`config.mk`:
```
export PLATFORM = sky130hd
export DESIGN_NAME = ps2_key_event
export DESIGN_NICKNAME = d
export VERILOG_FILES = /design/src/rtl/ps2_key_event.sv
export SDC_FILE = /design/constraint.sdc
export NUM_CORES = 1
export LEC_CHECK = 0
export BUFFER_PORTS_ARGS = -buffer_cell sky130_fd_sc_hd__buf_4
export CORE_MARGIN = 2
export CORE_UTILIZATION = 51
export DETAILED_ROUTE_END_ITERATION = 16
export GPL_ROUTABILITY_DRIVEN = 0
export GPL_TIMING_DRIVEN = 0
export PLACE_DENSITY = 0.75
export REMOVE_ABC_BUFFERS = 1
export SLEW_MARGIN = 20
export SYNTH_ARGS = -nofsm -noshare
export SYNTH_HDL_FRONTEND = slang
export SYNTH_SLANG_ARGS = --single-unit
export TNS_END_PERCENT = 1
```
`constraint.sdc`:
```
create_clock -name clk -period 2.19 [get_ports clk]
set_clock_uncertainty 0.15 [all_clocks]
set_input_delay 0.1095 -clock clk [delete_from_list [all_inputs] [get_ports clk]]
set_output_delay 0.1095 -clock clk [all_outputs]
set_load 0.1 [all_outputs]
```
`src/rtl/ps2_key_event.sv`:
```
// ps2_key_event
//   Turns a stream of validated PS/2 scan bytes into key events. Each event
//   carries {code, ext, brk} and goes into a small FIFO.
//   A prefix FSM tracks the E0 (extended) and F0 (break) prefixes.
//
//   Optional build macro: PS2_KEY_EVENT_REPEAT_FILTER_EN
//     When defined, repeated presses of the key that is still held
//     (typematic repeat) are suppressed.
//
// Parameters
//   DEPTH      FIFO entry count. Must be a power of two, 2..16.
// Ports
//   clk        system clock, rising edge
//   resetn     asynchronous active-low reset
//   in_valid   one-cycle strobe for in_data (no backpressure)
//   in_data    received scan byte
//   out_ready  consumer pops the head event when out_valid is also high
//   out_valid  FIFO is non-empty
//   out_code   base scan code of the head event (0 when empty)
//   out_ext    head event had an E0 prefix (0 when empty)
//   out_break  head event is a release (0 when empty)
//   overflow   sticky: an event was dropped because the FIFO was full
//   proto_err  sticky: an illegal prefix sequence was seen
//   make_cnt   count of press events accepted into the FIFO (wraps)
module ps2_key_event #(
    parameter int DEPTH = 4
) (
    input  logic       clk,
    input  logic       resetn,
    input  logic       in_valid,
    input  logic [7:0] in_data,
    input  logic       out_ready,
    output logic       out_valid,
    output logic [7:0] out_code,
    output logic       out_ext,
    output logic       out_break,
    output logic       overflow,
    output logic       proto_err,
    output logic [7:0] make_cnt
);

    localparam int AW = $clog2(DEPTH);
    localparam int CW = AW + 1;

    typedef enum logic [1:0] {IDLE, GOT_E0, GOT_F0, GOT_E0F0} state_t;

    state_t        state_q, state_d;
    logic [AW-1:0] wr_ptr_q, wr_ptr_d;
    logic [AW-1:0] rd_ptr_q, rd_ptr_d;
    logic [CW-1:0] count_q, count_d;
    logic          overflow_q, overflow_d;
    logic          proto_err_q, proto_err_d;
    logic [7:0]    make_cnt_q, make_cnt_d;

    // Each entry is {ext, brk, code}.
    logic [9:0]    mem [DEPTH];

    logic ev_vld, ev_ext, ev_brk, err_set;
    logic push, pop, full, push_ok;
    logic is_junk;

    // Controller responses such as BAT ok, echo, ack and resend are not key
    // codes. They are ignored only between events, not after a prefix.
    always_comb begin
        is_junk = (in_data == 8'h00) || (in_data == 8'hAA) || (in_data == 8'hEE) ||
                  (in_data == 8'hFA) || (in_data == 8'hFE) || (in_data == 8'hFF);
    end

    // Prefix decode.
    always_comb begin
        state_d = state_q;
        ev_vld  = 1'b0;
        ev_ext  = 1'b0;
        ev_brk  = 1'b0;
        err_set = 1'b0;
        if (in_valid) begin
            if (in_data == 8'hE0) begin
                // E0 always lands in GOT_E0. After F0 it is out of order.
                err_set = (state_q == GOT_F0) || (state_q == GOT_E0F0);
                state_d = GOT_E0;
            end else if (in_data == 8'hF0) begin
                case (state_q)
                    IDLE:    state_d = GOT_F0;
                    GOT_E0:  state_d = GOT_E0F0;
                    default: err_set = 1'b1;
                endcase
            end else if (!(state_q == IDLE && is_junk)) begin
                ev_vld  = 1'b1;
                ev_ext  = (state_q == GOT_E0) || (state_q == GOT_E0F0);
                ev_brk  = (state_q == GOT_F0) || (state_q == GOT_E0F0);
                state_d = IDLE;
            end
        end
    end

    always_comb begin
        full = (count_q == CW'(DEPTH));
        pop  = out_valid && out_ready;
    end

`ifdef PS2_KEY_EVENT_REPEAT_FILTER_EN
    logic       held_vld_q, held_vld_d;
    logic       held_ext_q, held_ext_d;
    logic [7:0] held_code_q, held_code_d;
    logic       held_match;

    always_comb begin
        held_match  = held_vld_q && (held_ext_q == ev_ext) && (held_code_q == in_data);
        push        = ev_vld && !(!ev_brk && held_match);
        push_ok     = push && (!full || pop);
        held_vld_d  = held_vld_q;
        held_ext_d  = held_ext_q;
        held_code_d = held_code_q;
        if (ev_vld && ev_brk && held_match) begin
            held_vld_d = 1'b0;
        end else if (push_ok && !ev_brk) begin
            held_vld_d  = 1'b1;
            held_ext_d  = ev_ext;
            held_code_d = in_data;
        end
    end

    always_ff @(posedge clk or negedge resetn) begin
        if (!resetn) begin
            held_vld_q  <= 1'b0;
            held_ext_q  <= 1'b0;
            held_code_q <= 8'h00;
        end else begin
            held_vld_q  <= held_vld_d;
            held_ext_q  <= held_ext_d;
            held_code_q <= held_code_d;
        end
    end
`else
    always_comb begin
        push    = ev_vld;
        push_ok = push && (!full || pop);
    end
`endif

    // FIFO and counters. A push while full is accepted only if the head is
    // leaving in the same cycle.
    always_comb begin
        wr_ptr_d    = wr_ptr_q;
        rd_ptr_d    = rd_ptr_q;
        count_d     = count_q;
        overflow_d  = overflow_q || (push && full && !pop);
        proto_err_d = proto_err_q || err_set;
        make_cnt_d  = make_cnt_q;
        if (push_ok) begin
            wr_ptr_d = wr_ptr_q + 1'b1;
        end
        if (pop) begin
            rd_ptr_d = rd_ptr_q + 1'b1;
        end
        if (push_ok && !pop) begin
            count_d = count_q + 1'b1;
        end else if (!push_ok && pop) begin
            count_d = count_q - 1'b1;
        end
        if (push_ok && !ev_brk) begin
            make_cnt_d = make_cnt_q + 8'd1;
        end
    end

    always_ff @(posedge clk or negedge resetn) begin
        if (!resetn) begin
            state_q     <= IDLE;
            wr_ptr_q    <= '0;
            rd_ptr_q    <= '0;
            count_q     <= '0;
            overflow_q  <= 1'b0;
            proto_err_q <= 1'b0;
            make_cnt_q  <= 8'h00;
        end else begin
            state_q     <= state_d;
            wr_ptr_q    <= wr_ptr_d;
            rd_ptr_q    <= rd_ptr_d;
            count_q     <= count_d;
            overflow_q  <= overflow_d;
            proto_err_q <= proto_err_d;
            make_cnt_q  <= make_cnt_d;
        end
    end

    // Storage needs no reset; the head fields are masked while empty.
    always_ff @(posedge clk) begin
        if (push_ok) begin
            mem[wr_ptr_q] <= {ev_ext, ev_brk, in_data};
        end
    end

    logic [9:0] head;

    always_comb begin
        head      = mem[rd_ptr_q];
        out_valid = (count_q != '0);
        out_code  = out_valid ? head[7:0] : 8'h00;
        out_break = out_valid ? head[8]   : 1'b0;
        out_ext   = out_valid ? head[9]   : 1'b0;
        overflow  = overflow_q;
        proto_err = proto_err_q;
        make_cnt  = make_cnt_q;
    end

endmodule

```
### Yosys cells after proc, flatten, opt, wreduce, memory -nomap -nowiden

Memories as Yosys holds them, arrays and structs flattened.
Cells that the tools add are included.

| cells by class | value |
|---|---|
| add/subtract/negate cells | 5 |
| equality and inequality tests | 13 |
| multiplexer cells | 27 |
| reductions and logical operators | 28 |

Operator list:

| kind | count |
|---|---|
| $eq A8 B8 Y1 const B | 7 |
| $mux W1 | 20 |
| $logic_or A1 B1 Y1 | 10 |
| $add A8 B1 Y8 const B | 1 |
| $logic_and A1 B1 Y1 | 8 |
| $logic_not A8 Y1 | 1 |
| $mux W8 | 1 |
| $mux W2 | 3 |
| $mux W3 | 2 |
| $add A2 B1 Y2 const B | 2 |
| $eq A2 B2 Y1 const B | 2 |
| $logic_not A1 Y1 | 4 |
| $ne A4 B2 Y1 const B | 1 |
| $pmux W2 S2 | 1 |
| $add A3 B1 Y3 const B | 1 |
| $eq A3 B3 Y1 const B | 1 |
| $ne A3 B3 Y1 const B | 1 |
| $reduce_and A3 Y1 | 1 |
| $reduce_bool A3 Y1 | 1 |
| $sub A3 B1 Y3 const B | 1 |
| $eq A2 B1 Y1 const B | 1 |
| $logic_not A2 Y1 | 1 |
| $reduce_bool A2 Y1 | 1 |
| $reduce_or A2 Y1 | 1 |

| word-level totals | value |
|---|---|
| register bits | 19 |
| bits in writable memories | 40 |
| input port bits | 12 |
| output and inout bits | 21 |
| logic and storage cells | 81 |
| memories kept | 1 |

Memories:

| name | words | bits a word | rd ports | clocked after memory_dff | wr ports | line | source |
|---|---|---|---|---|---|---|---|
| mem | 4 | 10 | 1 | 0 | 1 | 56 | `logic [9:0] mem [DEPTH];` |

### Logic depth before layout (Yosys ltp)

Gate-level depths: netlist (run 1).

| depth | value |
|---|---|
| depth after elaboration | 16 |
| depth in mapped cells | 10 |
| gate-level depth less buffers | 9 |

### Worst setup path after synthesis (run 1)

OpenSTA, ideal clock, no wires.

| timing path | value |
|---|---|
| path type | register to output |
| start point | reg count_q[0] |
| end point | out out_break |
| arrival | 2.411 ns |
| data required time | 1.931 ns |
| path slack | -0.481 ns |
| stages on the path, launching flop included | 4 |
| buffers on the path | 1 |
| path through | dfrtp_1 > or3_1 > clkbuf_1 > and2_1 |

| between the ends | value |
|---|---|
| word-level cells in the longest chain between the ends | 2 |

Ends and longest elaborated chain:

| item | line | source |
|---|---|---|
| start: declaration | 50 | `logic [CW-1:0] count_q, count_d;` |
| start signal: assignment | 179 | `count_q <= count_d;` |
| $reduce_bool A3 Y1 | 197 | `out_valid = (count_q != '0);` |
| named net out_valid | 33 | `output logic out_valid,` |
| $mux W1 | 199 | `out_break = out_valid ? head[8] : 1'b0;` |
| end: declaration | 36 | `output logic out_break,` |

The timed path passes the listed nets, and every way through them passes these cells.

### Worst setup path after layout (run 1)

| timing path | value |
|---|---|
| start point | reg count_q[2] |
| end point | reg count_q[2] |

| between the ends | value |
|---|---|
| word-level cells in the longest chain between the ends | 7 |
| elaborated cells between the ends (all ways) | 15 |
| classes of those cells | add/sub: 2; eq/ne: 1; mux: 2; reduce/logical: 10 |

Ends and longest elaborated chain:

| item |
|---|
| parallel branches: the longest is 7 deep, another holds $sub A3 B1 Y3 |

Several ways; the timed one is not identified. The select of a mux whose other input is x is not followed.
A chain may end at the register's enable or synchronous reset.

==> results of run 1 <==
==> path summary, 6_finish.rpt <==
kind | startpoint | endpoint | cells past startpoint
min in group clk | in_data[2] | proto_err | 3
hold / removal | resetn | make_cnt[4] | 2
setup reg to reg | count_q[2] | count_q[2] | 9
max in group asynchronous | resetn | rd_ptr_q[0] | 2
setup / recovery | count_q[2] | count_q[2] | 9
hold reg to reg | overflow | overflow | 1
==> per-layer routing <==
metal | global-route usage (%) | wire (um) | part of all wire (%) | up-vias
li1 | - | - | - | 695
met5 | 0 | 0 | 0 | -
met1 | 24.2 | 1990 | 41 | 773
met2 | 33.2 | 2610 | 54 | 31
met4 | 10.9 | 56 | 1.2 | 0
met3 | 3.75 | 172 | 3.6 | 5
==> layout by cell type (no fill, tap or decap), types with 2 or more instances in the layout <==
master / instances
edfxtp_1: 40
buf_4: 36
dfrtp_1: 16
and2_1: 13
xnor2_1: 11
dlygate4sd3_1: 11
mux4_2: 10
clkbuf_8: 9
inv_1: 5
ha_1: 5
nand2_1: 4
nand4_1: 4
and2_2: 4
nor2_1: 3
nand3_1: 3
clkinv_2: 3
nor3b_1: 2
nand2_2: 2
a21oi_1: 2
xor2_1: 2
clkbuf_1: 2
dfrtp_2: 2
==> Yosys cell counts, types with 2 or more instances <==
| cell type | count | share of area, % |
|---|---|---|
| nand4_1 | 4 | 0.98 |
| xnor2_1 | 11 | 3.8 |
| or3_1 | 2 | 0.49 |
| xor2_1 | 2 | 0.69 |
| a21oi_1 | 2 | 0.39 |
| mux4_2 | 10 | 8.8 |
| nand2_1 | 5 | 0.73 |
| ha_1 | 6 | 2.9 |
| nand3_1 | 3 | 0.59 |
| nor2_1 | 3 | 0.44 |
| dfrtp_1 | 19 | 19 |
| clkbuf_1 | 2 | 0.29 |
| and2_1 | 17 | 4.2 |
| nor3b_1 | 2 | 0.59 |
| inv_1 | 5 | 0.73 |
| a211oi_1 | 2 | 0.59 |
| edfxtp_1 | 40 | 47 |
==> state kept, by name, indices dropped and copies added (netlist names) <==
| signal | count |
|---|---|
| mem | 40 |
| wr_ptr_q | 2 |
| make_cnt | 8 |
| count_q | 3 |
| overflow | 1 |
| proto_err | 1 |
| rd_ptr_q | 2 |
| state_q | 2 |
==> area by class of cell <==
class | count | share of cell area, %
timing repair buffer | 47 | 11.9
clock inverter | 4 | 0.586
tap | 67 | 2.62
sequential | 59 | 52.5
multi-input combinational | 89 | 27.7
clock buffer | 11 | 4.10
inverter | 5 | 0.586
==> through the flow <==
step / setup WS [ns] / utilization, % / instances / hold slack (ns) / area (um^2)
after global placement: -0.464 / 59.7 / 252 / -0.162 / 2860
final: 0.0154 / 67.0 / 282 / 0.0401 / 3200
after global routing: -0.0740 / 67.0 / 282 / 0.0736 / 3200
after CTS: -0.00862 / 66.6 / 282 / 0.0254 / 3190
after floorplan: -0.545 / - / 153 / -0.336 / 2530
after detailed placement: -0.458 / 59.7 / 252 / -0.154 / 2860
==> kinds of logic after synthesis <==
logic type | count (synthesis)
DFF | 59
and+or+nand+nor | 45
xor gates and xnor gates | 13
AOI/OAI and AO/OA | 12
muxes | 12
buffers and inverters | 9
adders and majority gates | 7
==> timing repair <==
item,in CTS,in global routing
gates resized for setup,9,7
hold endpoints to repair,56,0
hold buffers,11,0
pin swaps,2,0
setup buffers,4,0
endpoints found under the setup margin,52,42
==> flow_summary.json, run 1 <==
{
  "cts.clk_slew.worst_paths_ns": 0.06,
  "period_share_pct": 99.3,
  "max_clock_freq_mhz": 460,
  "cts_buffer_depth": 2,
  "row_count": 25,
  "areaGrowthSynthToFinish_pct": 25.4,
  "endpoint_kind": "register",
  "cts_tree": "built",
  "hold_violations": 0,
  "vias": 1504,
  "dieArea_mm2": 0.00559,
  "r2r_slack_ns": 0.02,
  "max-slew-margin-rel_pct": 63.6,
  "wl_per_cell_um": 17.1,
  "htree_levels": 3,
  "num_io_pins": 33,
  "synth-compound-area-share_pct": 4.02,
  "async_flop_share_pct": 32.2,
  "synth_xor_xnor_area_share_pct": 4.46,
  "finalMaxSlewViolations": 0,
  "drc": 0,
  "yosys.area_share.simple_pct": 10.8,
  "grt_overflow": 0,
  "crit_type": "reg -> reg",
  "path_delay_family": "adder cells",
  "antenna_found_initial": 0,
  "routed_via_density": 5.33,
  "start_util_pct": 53.4,
  "synth_mux_area_share_pct": 9.70,
  "seqCellArea_mm2": 0.00168,
  "drive_above_1_share_pct": 35.8,
  "syn_area_mm2": 0.00255,
  "fin_setup_tns_ns": 0,
  "synth_area_per_cell_um2": 16.3,
  "grt_use_total_pct": 19.7,
  "die_h_um": 74.8,
  "synth_warnings": 0,
  "coreArea_mm2": 0.00479,
  "port_buffers": 32,
  "period_needed_ns": 2.17,
  "setup_viol": 0,
  "critPathRequiredTime_ns": 2.28,
  "cp_max_fo": 3,
  "slowest_delay_ns": 0.41,
  "maxCapViolCount": 0,
  "synth_edf_count": 40,
  "fillCellCount": 334,
  "grt_max_degree": 20,
  "clk_latency_ns": 0.32,
  "routed_wl_um": 4830,
  "yosysUniqueCellTypes": 39,
  "drtIter0Drc": 129,
  "multiInputGateArea_um2": 888,
  "path_cells": "nor4b_4, a211oi_1, a21boi_4, ha_4, inv_1, fa_1, xor2_1, nor2_1, xor2_1",
  "ys_ff_latch": 59,
  "ys_seq_area_share_pct": 65.6,
  "dp_hpwl_um": 3080,
  "grt_pass1_vias": 1565,
  "status": "completed",
  "arrival_ns": 2.27,
  "cts_buffers": 9,
  "rsz0062_at_grt": "true",
  "grt_pass1_wl_um": 7710,
  "die_x_um": 74.8,
  "worstMarginPinSlew_ns": 0.539,
  "first_pass_iters": 4,
  "cts_sinks": 59,
  "cp-start-kind": "register",
  "cts-root-buf": "clkbuf_8",
  "path_buf_inv": 1,
  "crit_path_top_delay_cell": "dfrtp_1",
  "synth_top_family_by_area": "simple AND/OR/NAND/NOR gates",
  "crit_top_cell": "xor2_1",
  "antenna_left": 0,
  "synth_fa_ha_area_share_pct": 3.72,
  "hold_path.class": "in -> async",
  "nets": 230,
  "antenna_cells": 0,
  "syn_inst": 157,
  "ys.flop_type": "edfxtp_1"
}
Power of run 1 is left out: the tool's default activity adds up to more than one toggle a clock period on the data nets, which glitch-free logic cannot reach.
==> inputs of run 2 (changes only) <==
--- a/config.mk
+++ b/config.mk
@@ -5,14 +5,17 @@
 export SDC_FILE = /design/constraint.sdc
 export NUM_CORES = 1
 export LEC_CHECK = 0
+export ABC_CLOCK_PERIOD_IN_PS = 2190
 export BUFFER_PORTS_ARGS = -buffer_cell sky130_fd_sc_hd__buf_4
 export CORE_MARGIN = 2
-export CORE_UTILIZATION = 51
+export CORE_UTILIZATION = 54
+export CTS_BUF_LIST = sky130_fd_sc_hd__clkbuf_4
 export DETAILED_ROUTE_END_ITERATION = 16
 export GPL_ROUTABILITY_DRIVEN = 0
 export GPL_TIMING_DRIVEN = 0
-export PLACE_DENSITY = 0.75
+export PLACE_DENSITY = 0.78
 export REMOVE_ABC_BUFFERS = 1
+export SETUP_SLACK_MARGIN = 0.15
 export SLEW_MARGIN = 20
 export SYNTH_ARGS = -nofsm -noshare
 export SYNTH_HDL_FRONTEND = slang
==> run 2 against run 1 <==
Against the previous run: the flow now finishes with violations (negative setup slack); setup slack lost 0.027 ns; register-to-register slack got worse by 0.03 ns; first-iteration DRC count is 40% lower; non-clock buffer count up 3; via count increased by 3.1%; count of clock-buffer cells in the layout up 1; maximum frequency is 1.2% lower; utilization grew 5.0 points; sequential cell count did not move.
==> flow_summary.json, run 2 (synthesized netlist as in run 1, its figures left out) <==
{
  "antenna_found_initial": 0,
  "antenna_left": 0,
  "drc": 0,
  "placed_cell_area_mm2": 0.00284,
  "cts.clk_slew.worst_paths_ns": 0.10,
  "cts_tree": "built",
  "period_needed_ns": 2.20,
  "drtIter0Drc": 78,
  "fin_area_mm2": 0.00333,
  "largest_register_ffs": 40,
  "drive_above_1_share_pct": 42.9,
  "violations": "negative setup slack",
  "die_x_um": 72.8,
  "max_clock_freq_mhz": 454,
  "htree_levels": 3,
  "cts_buffer_depth": 2,
  "grt_overflow": 0,
  "start_util_pct": 55.2,
  "routed_via_density": 5.68,
  "worstMarginPinSlew_ns": 0.848,
  "dieArea_mm2": 0.00530,
  "rsz0062_at_grt": "true",
  "critPathRequiredTime_ns": 2.30,
  "crit_type": "reg -> reg",
  "crit_path_top_delay_cell": "dfrtp_2",
  "wl_per_cell_um": 18.4,
  "cp-start-kind": "register",
  "grt_pass1_vias": 1583,
  "setup_viol": 1,
  "path_delay_family": "adder cells",
  "path_cells": "nor4b_4, a211oi_2, a21boi_4, ha_4, inv_2, fa_1, mux2_2",
  "status": "complete, but fails checks",
  "hold_violations": 0,
  "path_buf_inv": 1,
  "coreArea_mm2": 0.00463,
  "routed_wl_um": 5020,
  "final_common_cell": "edfxtp_1",
  "mostFrequentLayoutCells": "40 x edfxtp_1, 28 x buf_4, 16 x dfrtp_1, 14 x and2_4",
  "grt_max_degree": 20,
  "antenna_cells": 0,
  "cts-root-buf": "clkbuf_4",
  "port_buffers": 32,
  "maxCapViolCount": 0,
  "dp_hpwl_um": 3160,
  "vias": 1551,
  "num_io_pins": 33,
  "die_h_um": 72.8,
  "hold_path.class": "in -> reg",
  "max-slew-margin-rel_pct": 43.3,
  "setup_slack_ns": -0.0121,
  "cts_buffers": 9,
  "finalMaxSlewViolations": 0,
  "areaGrowthSynthToFinish_pct": 30.4,
  "endpoint_kind": "register",
  "nets": 233,
  "cts_sinks": 59,
  "arrival_ns": 2.31,
  "grt_pass1_wl_um": 7980,
  "cp_max_fo": 3,
  "clk_latency_ns": 0.37,
  "slowest_delay_ns": 0.45,
  "first_pass_iters": 4,
  "grt_use_total_pct": 20.7,
  "row_count": 25,
  "period_share_pct": 101,
  "regMostFlops": "mem"
}
-- run 2: worst paths after layout --
check,startpoint,end,slack [ns],cells past startpoint
min in group asynchronous,resetn,make_cnt[4],0.74,3
hold reg to reg,overflow,overflow,0.33,1
setup / recovery,count_q[0],count_q[1],-0.01,7
max in group asynchronous,resetn,rd_ptr_q[0],0.52,3
setup reg to reg,count_q[0],count_q[1],-0.01,7
hold / removal,out_ready,overflow,0.03,4
-- run 2: metrics by stage --
step | hold WS, ns | util, % | instances | TNS, ns | setup slack (ns)
global route | 0.0146 | 72.0 | 273 | -0.182 | -0.0961
CTS | 0.0144 | 71.6 | 273 | 0 | 0.000110
finish | 0.0314 | 72.0 | 273 | -0.0121 | -0.0121
detailed placement | -0.155 | 61.3 | 239 | -8.97 | -0.538
global placement | -0.162 | 61.3 | 239 | -6.50 | -0.451
floorplan | -0.336 | - | 153 | -3.00 | -0.545
-- run 2: metal layers --
metal  GRT usage (%)  vias to the layer above  wire length (um)
li1                -                      700                 -
met1            26.8                      801              2180
met2            33.4                       39              2570
met3            4.14                       11               177
met4            10.9                        0                93
met5               0                        -                 0
-- run 2: final cells by class --
class	count	area [um^2]
Clock buffer	12	90.1
Clock inverter	4	18.8
Fill cell	314	1300
Inverter	5	18.8
Multi-Input combinational cell	89	923
Sequential cell	59	1680
Tap cell	54	67.6
Timing Repair Buffer	50	531
-- run 2: timing repair --
item	in CTS	in global routing
gates resized for setup	56	6
endpoints found under the setup margin	54	53
hold endpoints to repair	56	0
pin swaps	12	0
buffers inserted	6	0
hold buffers	12	0
-- run 2: tightest hold or removal path, cell delays in order --
cell and delay [ns]:
buf_4 0.10, nor4b_4 0.05, buf_4 0.13, a21o_1 0.14
Power of run 2 is left out for the same reason.
